[src/rtl/maj_tt_engine.sv]
// Majority-network truth-table engine: a configurable chain of 3-input MAJ gates is
// enumerated over all 2^NUM_INPUTS assignments and streamed out as packed words.
module maj_tt_engine #(
    parameter int NUM_INPUTS = 7,
    parameter int NUM_GATES  = 8,
    parameter int WORD_W     = 32,
    localparam int NNODES    = 1 + NUM_INPUTS + NUM_GATES,
    localparam int SEL_W     = $clog2(NNODES),
    localparam int CFG_W     = 3*SEL_W + 3,
    localparam int ADDR_W    = $clog2(NUM_GATES + 1),
    localparam int NWORDS    = (1 << NUM_INPUTS) / WORD_W,
    localparam int IDX_W     = (NWORDS > 1) ? $clog2(NWORDS) : 1,
    localparam int LW        = $clog2(WORD_W)
) (
    input  logic                  clk,
    input  logic                  rst_n,
    input  logic                  cfg_we,
    input  logic [ADDR_W-1:0]     cfg_addr,
    input  logic [CFG_W-1:0]      cfg_data,
    input  logic                  start,
    output logic                  busy,
    output logic                  tt_valid,
    input  logic                  tt_ready,
    output logic [WORD_W-1:0]     tt_data,
    output logic [IDX_W-1:0]      tt_index,
    output logic                  done,
    output logic [NUM_INPUTS:0]   ones_count,
    output logic                  cfg_err
);

    typedef enum logic [1:0] {S_IDLE, S_EVAL, S_OUT, S_DONE} state_t;

    state_t                  state_q;
    logic [CFG_W-1:0]        gcfg_q [NUM_GATES];
    logic [SEL_W:0]          ocfg_q;
    logic [NUM_INPUTS-1:0]   cnt_q;
    logic [NUM_INPUTS:0]     ones_q;
    logic [NUM_INPUTS:0]     ones_count_q;
    logic [WORD_W-1:0]       word_q;
    logic [IDX_W-1:0]        idx_q;
    logic                    busy_q, valid_q, done_q, cfg_err_q;

    logic [NNODES-1:0]       nodes;
    logic                    op_a, op_b, op_c, f_bit;
    logic                    wr_en, wr_err;

    // Selects at or beyond the limit (forward/self gate refs, out of range) read as 0.
    function automatic logic pick(input logic [NNODES-1:0] n, input logic [SEL_W-1:0] s,
                                  input int lim);
        return (int'(s) < lim) ? n[s] : 1'b0;
    endfunction

    // Gates resolve in index order inside one pass, so only earlier gates are visible.
    always_comb begin
        nodes = '0;
        op_a  = 1'b0;
        op_b  = 1'b0;
        op_c  = 1'b0;
        nodes[NUM_INPUTS:1] = cnt_q;
        for (int g = 0; g < NUM_GATES; g++) begin
            op_a = pick(nodes, gcfg_q[g][SEL_W-1:0],         NUM_INPUTS+1+g) ^ gcfg_q[g][3*SEL_W];
            op_b = pick(nodes, gcfg_q[g][2*SEL_W-1:SEL_W],   NUM_INPUTS+1+g) ^ gcfg_q[g][3*SEL_W+1];
            op_c = pick(nodes, gcfg_q[g][3*SEL_W-1:2*SEL_W], NUM_INPUTS+1+g) ^ gcfg_q[g][3*SEL_W+2];
            nodes[NUM_INPUTS+1+g] = (op_a & op_b) | (op_a & op_c) | (op_b & op_c);
        end
        f_bit = pick(nodes, ocfg_q[SEL_W-1:0], NNODES) ^ ocfg_q[SEL_W];
    end

    assign wr_en = cfg_we && !busy_q;

    always_comb begin
        wr_err = 1'b0;
        if (wr_en) begin
            if (int'(cfg_addr) == NUM_GATES) begin
                wr_err = !(int'(cfg_data[SEL_W-1:0]) < NNODES);
            end else begin
                for (int g = 0; g < NUM_GATES; g++) begin
                    if (int'(cfg_addr) == g) begin
                        for (int k = 0; k < 3; k++) begin
                            if (int'(cfg_data[k*SEL_W +: SEL_W]) >= NUM_INPUTS+1+g) wr_err = 1'b1;
                        end
                    end
                end
            end
        end
    end

    always_ff @(posedge clk or negedge rst_n) begin
        if (!rst_n) begin
            state_q      <= S_IDLE;
            for (int g = 0; g < NUM_GATES; g++) gcfg_q[g] <= '0;
            ocfg_q       <= '0;
            cnt_q        <= '0;
            ones_q       <= '0;
            ones_count_q <= '0;
            word_q       <= '0;
            idx_q        <= '0;
            busy_q       <= 1'b0;
            valid_q      <= 1'b0;
            done_q       <= 1'b0;
            cfg_err_q    <= 1'b0;
        end else begin
            if (wr_en) begin
                if (int'(cfg_addr) == NUM_GATES) ocfg_q <= cfg_data[SEL_W:0];
                for (int g = 0; g < NUM_GATES; g++) begin
                    if (int'(cfg_addr) == g) gcfg_q[g] <= cfg_data;
                end
            end
            // A bad write coinciding with start still reports, so set wins over clear.
            if (wr_err) cfg_err_q <= 1'b1;
            else if (state_q == S_IDLE && start) cfg_err_q <= 1'b0;

            case (state_q)
                S_IDLE: begin
                    if (start) begin
                        state_q <= S_EVAL;
                        cnt_q   <= '0;
                        ones_q  <= '0;
                        busy_q  <= 1'b1;
                    end
                end
                S_EVAL: begin
                    word_q[cnt_q[LW-1:0]] <= f_bit;
                    ones_q <= ones_q + {{NUM_INPUTS{1'b0}}, f_bit};
                    cnt_q  <= cnt_q + NUM_INPUTS'(1);
                    if (&cnt_q[LW-1:0]) begin
                        state_q <= S_OUT;
                        valid_q <= 1'b1;
                        idx_q   <= IDX_W'(cnt_q >> LW);
                    end
                end
                S_OUT: begin
                    if (tt_ready) begin
                        valid_q <= 1'b0;
                        if (idx_q == IDX_W'(NWORDS-1)) begin
                            state_q      <= S_DONE;
                            done_q       <= 1'b1;
                            busy_q       <= 1'b0;
                            ones_count_q <= ones_q;
                        end else begin
                            state_q <= S_EVAL;
                        end
                    end
                end
                default: begin
                    done_q  <= 1'b0;
                    state_q <= S_IDLE;
                end
            endcase
        end
    end

    assign busy       = busy_q;
    assign tt_valid   = valid_q;
    assign tt_data    = word_q;
    assign tt_index   = idx_q;
    assign done       = done_q;
    assign ones_count = ones_count_q;
    assign cfg_err    = cfg_err_q;

endmodule

[config.mk]
export PLATFORM = sky130hd
export DESIGN_NAME = maj_tt_engine
export DESIGN_NICKNAME = d
export VERILOG_FILES = /design/src/rtl/maj_tt_engine.sv
export SDC_FILE = /design/constraint.sdc
export NUM_CORES = 1
export LEC_CHECK = 0
export ABC_CLOCK_PERIOD_IN_PS = 7300
export BUFFER_PORTS_ARGS = -buffer_cell sky130_fd_sc_hd__buf_2
export CAP_MARGIN = 40
export CORE_UTILIZATION = 40
export DETAILED_ROUTE_END_ITERATION = 8
export GPL_ROUTABILITY_DRIVEN = 0
export PLACE_DENSITY_LB_ADDON = 0.15
export SLEW_MARGIN = 0
export SYNTH_ARGS = -nofsm -noshare
export SYNTH_HDL_FRONTEND = slang
export SYNTH_SLANG_ARGS = --single-unit
export TNS_END_PERCENT = 5
[constraint.sdc]
create_clock -name clk -period 7.3 [get_ports clk]
set_input_delay 0.73 -clock clk [delete_from_list [all_inputs] [get_ports clk]]
set_output_delay 0.73 -clock clk [all_outputs]
set_load 0.01 [all_outputs]
==> reports/summary.md, run 1 <==
The area share of the leading cell type in the synthesized netlist came out at 0.377. The cell that appears most often on the critical path is sky130_fd_sc_hd__buf_4. In the final layout, flip-flops and latches occupy 0.00471 mm^2.

Dividing the detail-routed wire length by the instance count gives 21.3 um. The number of flops mapped to enable cells by yosys is 0, and the first-pass detailed-route iteration total is 5. In this design, the stage delay of the slowest critical-path cell is 0.53 ns. The number of buffers between clock root and the deepest sink is 2, and the power per unit of standard cell area is 435 mW/mm^2. The switching share of power is 0.449, and the area overhead of the layout relative to synthesis is 19.8%.

Port buffering added 69 buffers. The worst setup path is launched from a flip-flop. Horizontal extent of the die: 179 um.

For this run the aggregate overflow at the end of global routing stands at 0. Dividing the detail-routed via count by the number of cells gives 5.99. The region available for standard cell placement spans 0.0307 mm^2. Pin placement for this block handled 70 I/O pins. For the total wire length after detailed routing, the log shows 38.8 mm.

The post-route fraction of the period consumed by the critical path works out to 1.12. The die height was 179 um; the count of different cell masters after synthesis was 86. Detailed placement ended at an HPWL of 25.1 mm. The cell area that synthesis handed to floorplanning was 0.0125 mm^2. The largest total area in the synthesized netlist belongs to sky130_fd_sc_hd__dfrtp_1. For this design, the CTS-stage hold fixing added 0 buffers. The maximum vdd drop is 0.000211 V, and the number of clock buffers inserted by TritonCTS is 17.

The fraction of layout cells with a size suffix above 1 is 0.332, and the pin count of the biggest net entering global routing is 90. The number of cells on the worst reg-to-reg path was 37; the starting utilization of the core area was 0.407. The detailed-route DRC error count was 0. The commonest cells after synthesis are sky130_fd_sc_hd__dfrtp_1, sky130_fd_sc_hd__mux2_2, sky130_fd_sc_hd__nor2_1, sky130_fd_sc_hd__nand2_1, sky130_fd_sc_hd__clkbuf_1.

Clock-pin slew was measured on the worst setup and hold paths at 0.09 ns. Summed over all cells, the static leakage comes to 0.00639 uW. The tools report the worst-case headroom to the max-slew limit as 0.436. The checks that failed: setup timing. The critical path endpoint category is a flip-flop. Across the run, the number of max-cap violations was 0. Setup total negative slack on the finished layout was measured at -21.48 ns. At the pin with the least slew margin, the transition time is 0.844 ns. The logs give 3580 uW for the cell-internal power and 7.66 ns for the critical path data required time. The main flop type after synthesis is sky130_fd_sc_hd__dfrtp_1. The cell with the largest stage delay on the worst path is sky130_fd_sc_hd__or4_4. In this run the clock root is driven by a sky130_fd_sc_hd__clkbuf_16. The smallest clock period supported by the final layout is computed as 8.18 ns.

TritonCTS built the clock tree. The critical path in this run is classified as reg -> reg. The detail route stage leaves a number of antenna-violating nets equal to 0. The number of nets in the synthesized netlist is 1343. In this run the worst path has a maximum fanout of 8. The tools report the final hold violation count as 0.

After the first detailed-routing iteration, the DRC count stood at 852. The floorplan step defined a die boundary enclosing 0.0319 mm^2. Synthesis inferred 188 register bits. The logs give 0.253 for the overall fraction of global-route tracks in use and 64 for the count of standard-cell rows.

For the via count of the first global-routing pass, the log shows 10468. The run gives -0.880 ns as the worst setup slack after layout. The tools report the logic gate share of total power as 0.579. The largest clock skew in the final design was 0.0171 ns.

The first global-routing pass estimated 61.4 mm of wire. The initial antenna violation count is 3. The core utilization of the finished layout came out at 0.488.

The proportion of power drawn by flip-flops and latches was 0.266. The flow ran to the end, but the final reports show violations. The tools report the number of clock sinks as 188.

The later pin in the worst-skew pair is clocked with a latency of 0.46 ns. Yosys attributes the largest share of cell area to sky130_fd_sc_hd__dfrtp_1, sky130_fd_sc_hd__mux2_2, sky130_fd_sc_hd__mux4_2. The final route contains 10923 vias. The run gives 1444 as the count of nets after finishing. The cell count after synthesis is 1312, and the critical path data arrival time is 8.54 ns. The tools report the area occupied by multi-input gates as 0.00765 mm^2.

The Yosys step of the flow raised 0 warnings. The highest attainable clock frequency was 0.122 GHz. The relative contribution of the clock network to total power was 0.155; the post-synthesis area per instance was 9.52 um^2.

The async set or reset register ratio after synthesis was 1.00; the H-tree depth was 4. After filler insertion, the fill cell instance count of the layout stands at 2878. The max-slew violation count is 0.

The most frequent cell after synthesis was sky130_fd_sc_hd__dfrtp_1. The analysis attributes to net switching a power of 2920 uW. The portion of the post-synthesis area used by sequential elements is 0.377. The min-delay analysis places its worst path in the category in -> async. Setup repair after global routing could not meet its margin everywhere.

The design draws 6510 uW. The total of endpoints with negative setup slack in the final report was 40.
## per-layer routing
layer	GRT usage	part of all wire	up-vias
met5	0	0.00026	-
met4	0.0805	0.023	2
met3	0.0575	0.059	60
met2	0.395	0.47	316
met1	0.348	0.45	5450
li1	-	-	5095
## worst paths after layout
path	startpoint	end	slack [ns]
hold / removal	rst_n	gcfg_q[37]	0.14
setup reg to reg	gcfg_q[109]	ones_q[6]	-0.88
hold reg to reg	ones_count[7]	ones_count[7]	0.51
max in group asynchronous	rst_n	tt_data[24]	5.64
min in group clk	ones_count[7]	ones_count[7]	0.51
setup / recovery	gcfg_q[109]	ones_q[6]	-0.88
## worst max-delay path, delay by kind of cell (launching register included)
kind	cells	cell delay [ns]
AND/OR/NAND/NOR	7	1.51
buffers and inverters	7	1.17
adder cells (fa/ha/maj)	4	1.16
XOR/XNOR	2	0.24
flip-flops	1	0.46
multiplexers	1	0.14
AO/OA/AOI/OAI	16	3.37
## layout by cell type (no fill, tap or decap), types with 13 or more instances in the layout
cell / n
sky130_fd_sc_hd__dfrtp_1: 182
sky130_fd_sc_hd__mux2_2: 141
sky130_fd_sc_hd__nor2_1: 135
sky130_fd_sc_hd__buf_4: 113
sky130_fd_sc_hd__nand2_1: 98
sky130_fd_sc_hd__buf_2: 68
sky130_fd_sc_hd__o21ai_0: 51
sky130_fd_sc_hd__a21oi_1: 48
sky130_fd_sc_hd__nand3_1: 45
sky130_fd_sc_hd__nor3_1: 43
sky130_fd_sc_hd__inv_1: 36
sky130_fd_sc_hd__a221oi_1: 35
sky130_fd_sc_hd__or4_1: 33
sky130_fd_sc_hd__o21ai_1: 30
sky130_fd_sc_hd__mux4_2: 28
sky130_fd_sc_hd__mux2i_1: 24
sky130_fd_sc_hd__clkbuf_16: 17
sky130_fd_sc_hd__nand2b_1: 13
sky130_fd_sc_hd__xor2_1: 13
## per-stage QoR
stage          area [um^2]  instances  worst slack, ns  hold slack, ns
3_5_place_dp         13800       1770           -0.882           0.491
2_1_floorplan        12600       1312           -0.241           0.434
4_1_cts              14900       1816           -0.649           0.131
3_3_place_gp         13700       1767           -0.697           0.491
6_report             15000       1823           -0.880           0.141
5_1_grt              15000       1823            -1.22           0.137
## cell type report
cell class              instances  share of cell area
inverters                      38             0.00953
flip-flops and latches        188               0.315
well taps                     396              0.0331
clock buffers                  18              0.0293
multi-input cells             978               0.511
clock inverters                14              0.0128
diodes                          1            0.000167
repair buffers                190              0.0889
## logic make-up after synthesis
logic type,synth area share
flip-flops,0.377
buffers and inverters,0.0465
adder cells (fa/ha/maj),0.00971
AND/OR/NAND/NOR,0.180
XOR/XNOR,0.0181
multiplexers,0.200
AO/OA/AOI/OAI,0.168
## flip-flops by register name, summed over array words and instances, names as in the netlist
register and count:
gcfg_q 120, tt_data 32, ones_count 8, ones_q 8, cnt_q 7, ocfg_q 5, state_q 2, tt_index 2
busy 1, cfg_err 1, done 1, tt_valid 1
## what timing repair did
action / 4_1_cts / 5_1_grt
hold endpoints to repair: 0 / 0
buffers inserted: 14 / 7
setup endpoints to repair: 40 / 40
resized for setup: 56 / 11
pin swaps: 32 / 25
## power groups by stage
| stage | combinational, uW | sequential [uW] | clock [uW] |
|---|---|---|---|
| 2_1_floorplan | 2250 | 1620 | 0 |
| 3_3_place_gp | 3280 | 1720 | 0 |
| 3_5_place_dp | 3320 | 1730 | 0 |
| 4_1_cts | 3670 | 1720 | 1030 |
| 5_1_grt | 4070 | 1780 | 1070 |
| 6_report | 3770 | 1730 | 1010 |
No activity file was read; power rests on OpenSTA's default activity.
==> run 2: changes to the inputs <==
--- a/config.mk
+++ b/config.mk
@@ -9,9 +9,10 @@
 export BUFFER_PORTS_ARGS = -buffer_cell sky130_fd_sc_hd__buf_2
 export CAP_MARGIN = 40
 export CORE_UTILIZATION = 40
+export CTS_CLUSTER_SIZE = 16
 export DETAILED_ROUTE_END_ITERATION = 8
 export GPL_ROUTABILITY_DRIVEN = 0
-export PLACE_DENSITY_LB_ADDON = 0.15
+export PLACE_DENSITY = 0.65
 export SLEW_MARGIN = 0
 export SYNTH_ARGS = -nofsm -noshare
 export SYNTH_HDL_FRONTEND = slang
==> run 2 against run 1 <==
The flow still finishes with violations (setup timing). Die area stayed put. Cell area is 0.79% higher. Fmax fell by 0.75%. Largest cell class unchanged. Setup slack lost 0.062 ns. Critical path depth is 1 higher. Critical endpoint is now ones_q[7]. Hold slack gained 0.15 ns. Clock power barely moved. Clock skew is 0.0061 ns lower. Clock-buffer cell count is 1 lower. Wire length shrank 2.0%. Via count grew 1.7%. Global-route usage fell by 0.82 points. Highest routed layer unchanged.
==> reports/summary.md, run 2 (synthesized netlist as in run 1, its figures left out) <==
The critical path endpoint category is a flip-flop. The core area came out at 0.0307 mm^2 (unchanged). In this run the critical register-to-register path is captured at ones_q[7]. The highest net fanout along the worst path works out to 10 (+2). The horizontal extent of the die works out to 179 um (unchanged).

Flop-to-flop setup slack: -0.94 ns (-0.06 ns). The tools report the number of clock sinks as 188 (unchanged). The tools report the final HPWL from detailed placement as 24.7 mm (-1.9%). Number of buffers between clock root and the deepest sink: 2 (unchanged). The run gives 0.00641 uW (+0.40%) as the static power due to leakage. Library cell used as clock root buffer: sky130_fd_sc_hd__clkbuf_16. The tools report the largest clock skew in the final design as 0.0110 ns (-0.00613 ns). The startpoint identified for the worst register-to-register timing path is gcfg_q[114]. The H-tree depth is 4 (unchanged), and the number of input and output port buffers inserted is 69 (unchanged).

The flip-flop count of the largest register after layout is 120 (unchanged). The post-detailed-route count of antenna-violating nets came out at 0 (unchanged). For the starting utilization of the core area, the log shows 0.407 (unchanged). Critical path data required time: 7.64 ns (-0.02 ns). For the met2 wire length, the log shows 18.0 mm (-0.34%). The wire length the detailed router placed on met1 was 16.2 mm (-7.4%). Setup repair after global routing could not meet its margin everywhere.

The run gives 8.58 ns (+0.04 ns) as the critical path data arrival time. The nature of the critical path startpoint is a flip-flop. Post-CTS clock slew at the launch and capture registers of the worst setup and hold paths: 0.08 ns (about the same). The delay of the slowest cell on the worst path works out to 0.45 ns (-0.08 ns).

The logs give 70 (unchanged) for the number of ports placed on the die boundary and 64 (unchanged) for the count of standard-cell rows. The count of nets after finishing was 1445 (+0.069%); the first-pass GRT wire length was 60.0 mm (-2.2%). The number of cells on the worst reg-to-reg path is 38 (+2.7%). TritonCTS built the clock tree.

Top layer reached by signal wires: met5. Final sum of negative setup slack: -21.28 ns (+0.205 ns). The highest attainable clock frequency is 0.121 GHz (-0.75%). Initial antenna violation count: 5 (+2). The post-layout minimum cycle time is 8.24 ns (+0.0617 ns). The logs give 5 (unchanged) for the first-pass detailed-route iteration total and 10830 (+3.5%) for the via count of the first global-routing pass. Relative to the synthesized area, the layout overhead comes to 20.7%. Leaving out fill and tap cells, the most frequent cell in the layout is sky130_fd_sc_hd__dfrtp_1. Max-slew violation count: 0 (unchanged).

The flow ran to the end, but the final reports show violations. The residual overflow from global routing is 0 (unchanged), and the pin count of the biggest net entering global routing is 72 (-20%). The worst setup slack after layout was -0.942 ns (-0.0617 ns); the fraction of layout cells with a size suffix above 1 was 0.336 (+0.00327). For the post-cts hold buffer count, the log shows 0 (unchanged). The average routed wire per standard cell works out to 20.8 um (-2.2%).

The number of clock buffers inserted by TritonCTS is 17 (unchanged). The slowest stage of the critical path is the sky130_fd_sc_hd__dfrtp_2 cell. The worst-case headroom to the max-slew limit is 0.410 (-0.0261), and the final hold violation count is 0 (unchanged). The total wire length after detailed routing was 38.0 mm (-2.0%).

The logs give 1826 (+0.16%) for the count of placed standard cells in the final layout, fillers left out and 2.48 mm (+8.8%) for the wire length on met3. Die height: 179 um (unchanged). The tools report the worst slack at placement as -0.980 ns (-0.0976 ns). The register with the most flip-flops in the final layout is gcfg_q. The via-per-instance ratio came out at 6.08 (+1.6%).

The transition time at the pin with the least slew margin was 0.885 ns (+0.0413 ns). Overall fraction of global-route tracks in use: 0.245 (-0.00816). Most frequent cell on the critical path: sky130_fd_sc_hd__buf_12.

The run gives 0 (unchanged) as the number of max-capacitance violations reported. The total placed cells including tap cells is 1766 (-0.23%). The run gives 0.0319 mm^2 (unchanged) as the full die area. The detailed-route DRC error count is 0 (unchanged), and the total of endpoints with negative setup slack in the final report is 40 (unchanged). The power per unit of standard cell area was 441 mW/mm^2 (+1.4%).

The final reports fail on setup timing. Maximum vdd drop: 0.000201 V (-4.8%). By startpoint and endpoint, the worst setup path is classified as reg -> reg. The post-route fraction of the period consumed by the critical path is 1.13 (+0.00845). The source-to-sink clock delay at the later pin of the worst-skew pair is 0.45 ns (about the same). In the layout the commonest cells are sky130_fd_sc_hd__dfrtp_1, sky130_fd_sc_hd__mux2_2, sky130_fd_sc_hd__nor2_1, sky130_fd_sc_hd__buf_4, sky130_fd_sc_hd__nand2_1. The total number of vias is 11111 (+1.7%), and the DRC violation total after the first TritonRoute iteration is 886 (+4.0%). The min-delay analysis places its worst path in the category in -> async.
-- run 2: cell count changes in the layout (fill, tap and decap cells not counted), sizes merged --
cell,before,now
bufinv,1,3
clkbuf,19,18
inv,44,48
buf,189,190
diode,1,3
clkinv,7,2
-- run 2: repair_timing --
action | 4_1_cts | 5_1_grt
pin swaps | 48 | 14
gates resized for setup | 54 | 21
gates cloned | 0 | 0
buffers inserted | 23 | 5
setup endpoints to repair | 40 | 40
-- run 2: area by class of cell --
cell class,instances,area [um^2]
well taps,396,495
clock buffers,17,425
fillers,2719,15600
flip-flops and latches,188,4710
diodes,3,7.51
multi-input cells,978,7730
inverters,38,143
clock inverters,15,218
repair buffers,191,1350
-- run 2: metal layers --
metal,vias up,track usage
li1,5103,-
met4,2,0.102
met1,5500,0.320
met3,87,0.0509
met2,419,0.395
met5,-,0
-- run 2: through the flow --
step                      hold slack, ns   util  instance area (um^2)  total power, uW
after floorplan                    0.434      -                 12600             3870
after global placement             0.490  0.448                 13700             5000
after detailed placement           0.490  0.449                 13800             5080
after CTS                          0.311  0.487                 14900             6500
after global routing               0.332  0.492                 15100             7040
final                              0.288  0.492                 15100             6650
-- run 2: how the worst max path moves through the flow --
stage / start / endpoint / slack (ns) / cells after the start
2_1_floorplan: cnt_q[0] / ones_q[5] / -0.24 / 34
3_3_place_gp: cnt_q[2] / ones_q[4] / -0.82 / 33
4_1_cts: cnt_q[6] / ones_q[7] / -0.82 / 36
5_1_grt: gcfg_q[114] / ones_q[7] / -1.23 / 41
3_5_place_dp: cnt_q[2] / ones_q[7] / -0.98 / 34
6_report: gcfg_q[114] / ones_q[7] / -0.94 / 38
-- run 2: worst max-delay path, delay by kind of cell, from the launching register on --
family          cells  cell delay [ns]
fa+ha+maj           4             1.26
xor+xnor            2             0.29
flops               1             0.45
compound gates     16             3.66
buf+inv             9             1.31
mux                 1             0.14
simple gates        6             0.97
-- run 2: report_power, final --
part	total [uW]	switching (uW)	internal, uW
clock network	1030	471	562
logic	3880	2090	1800
registers	1740	389	1350
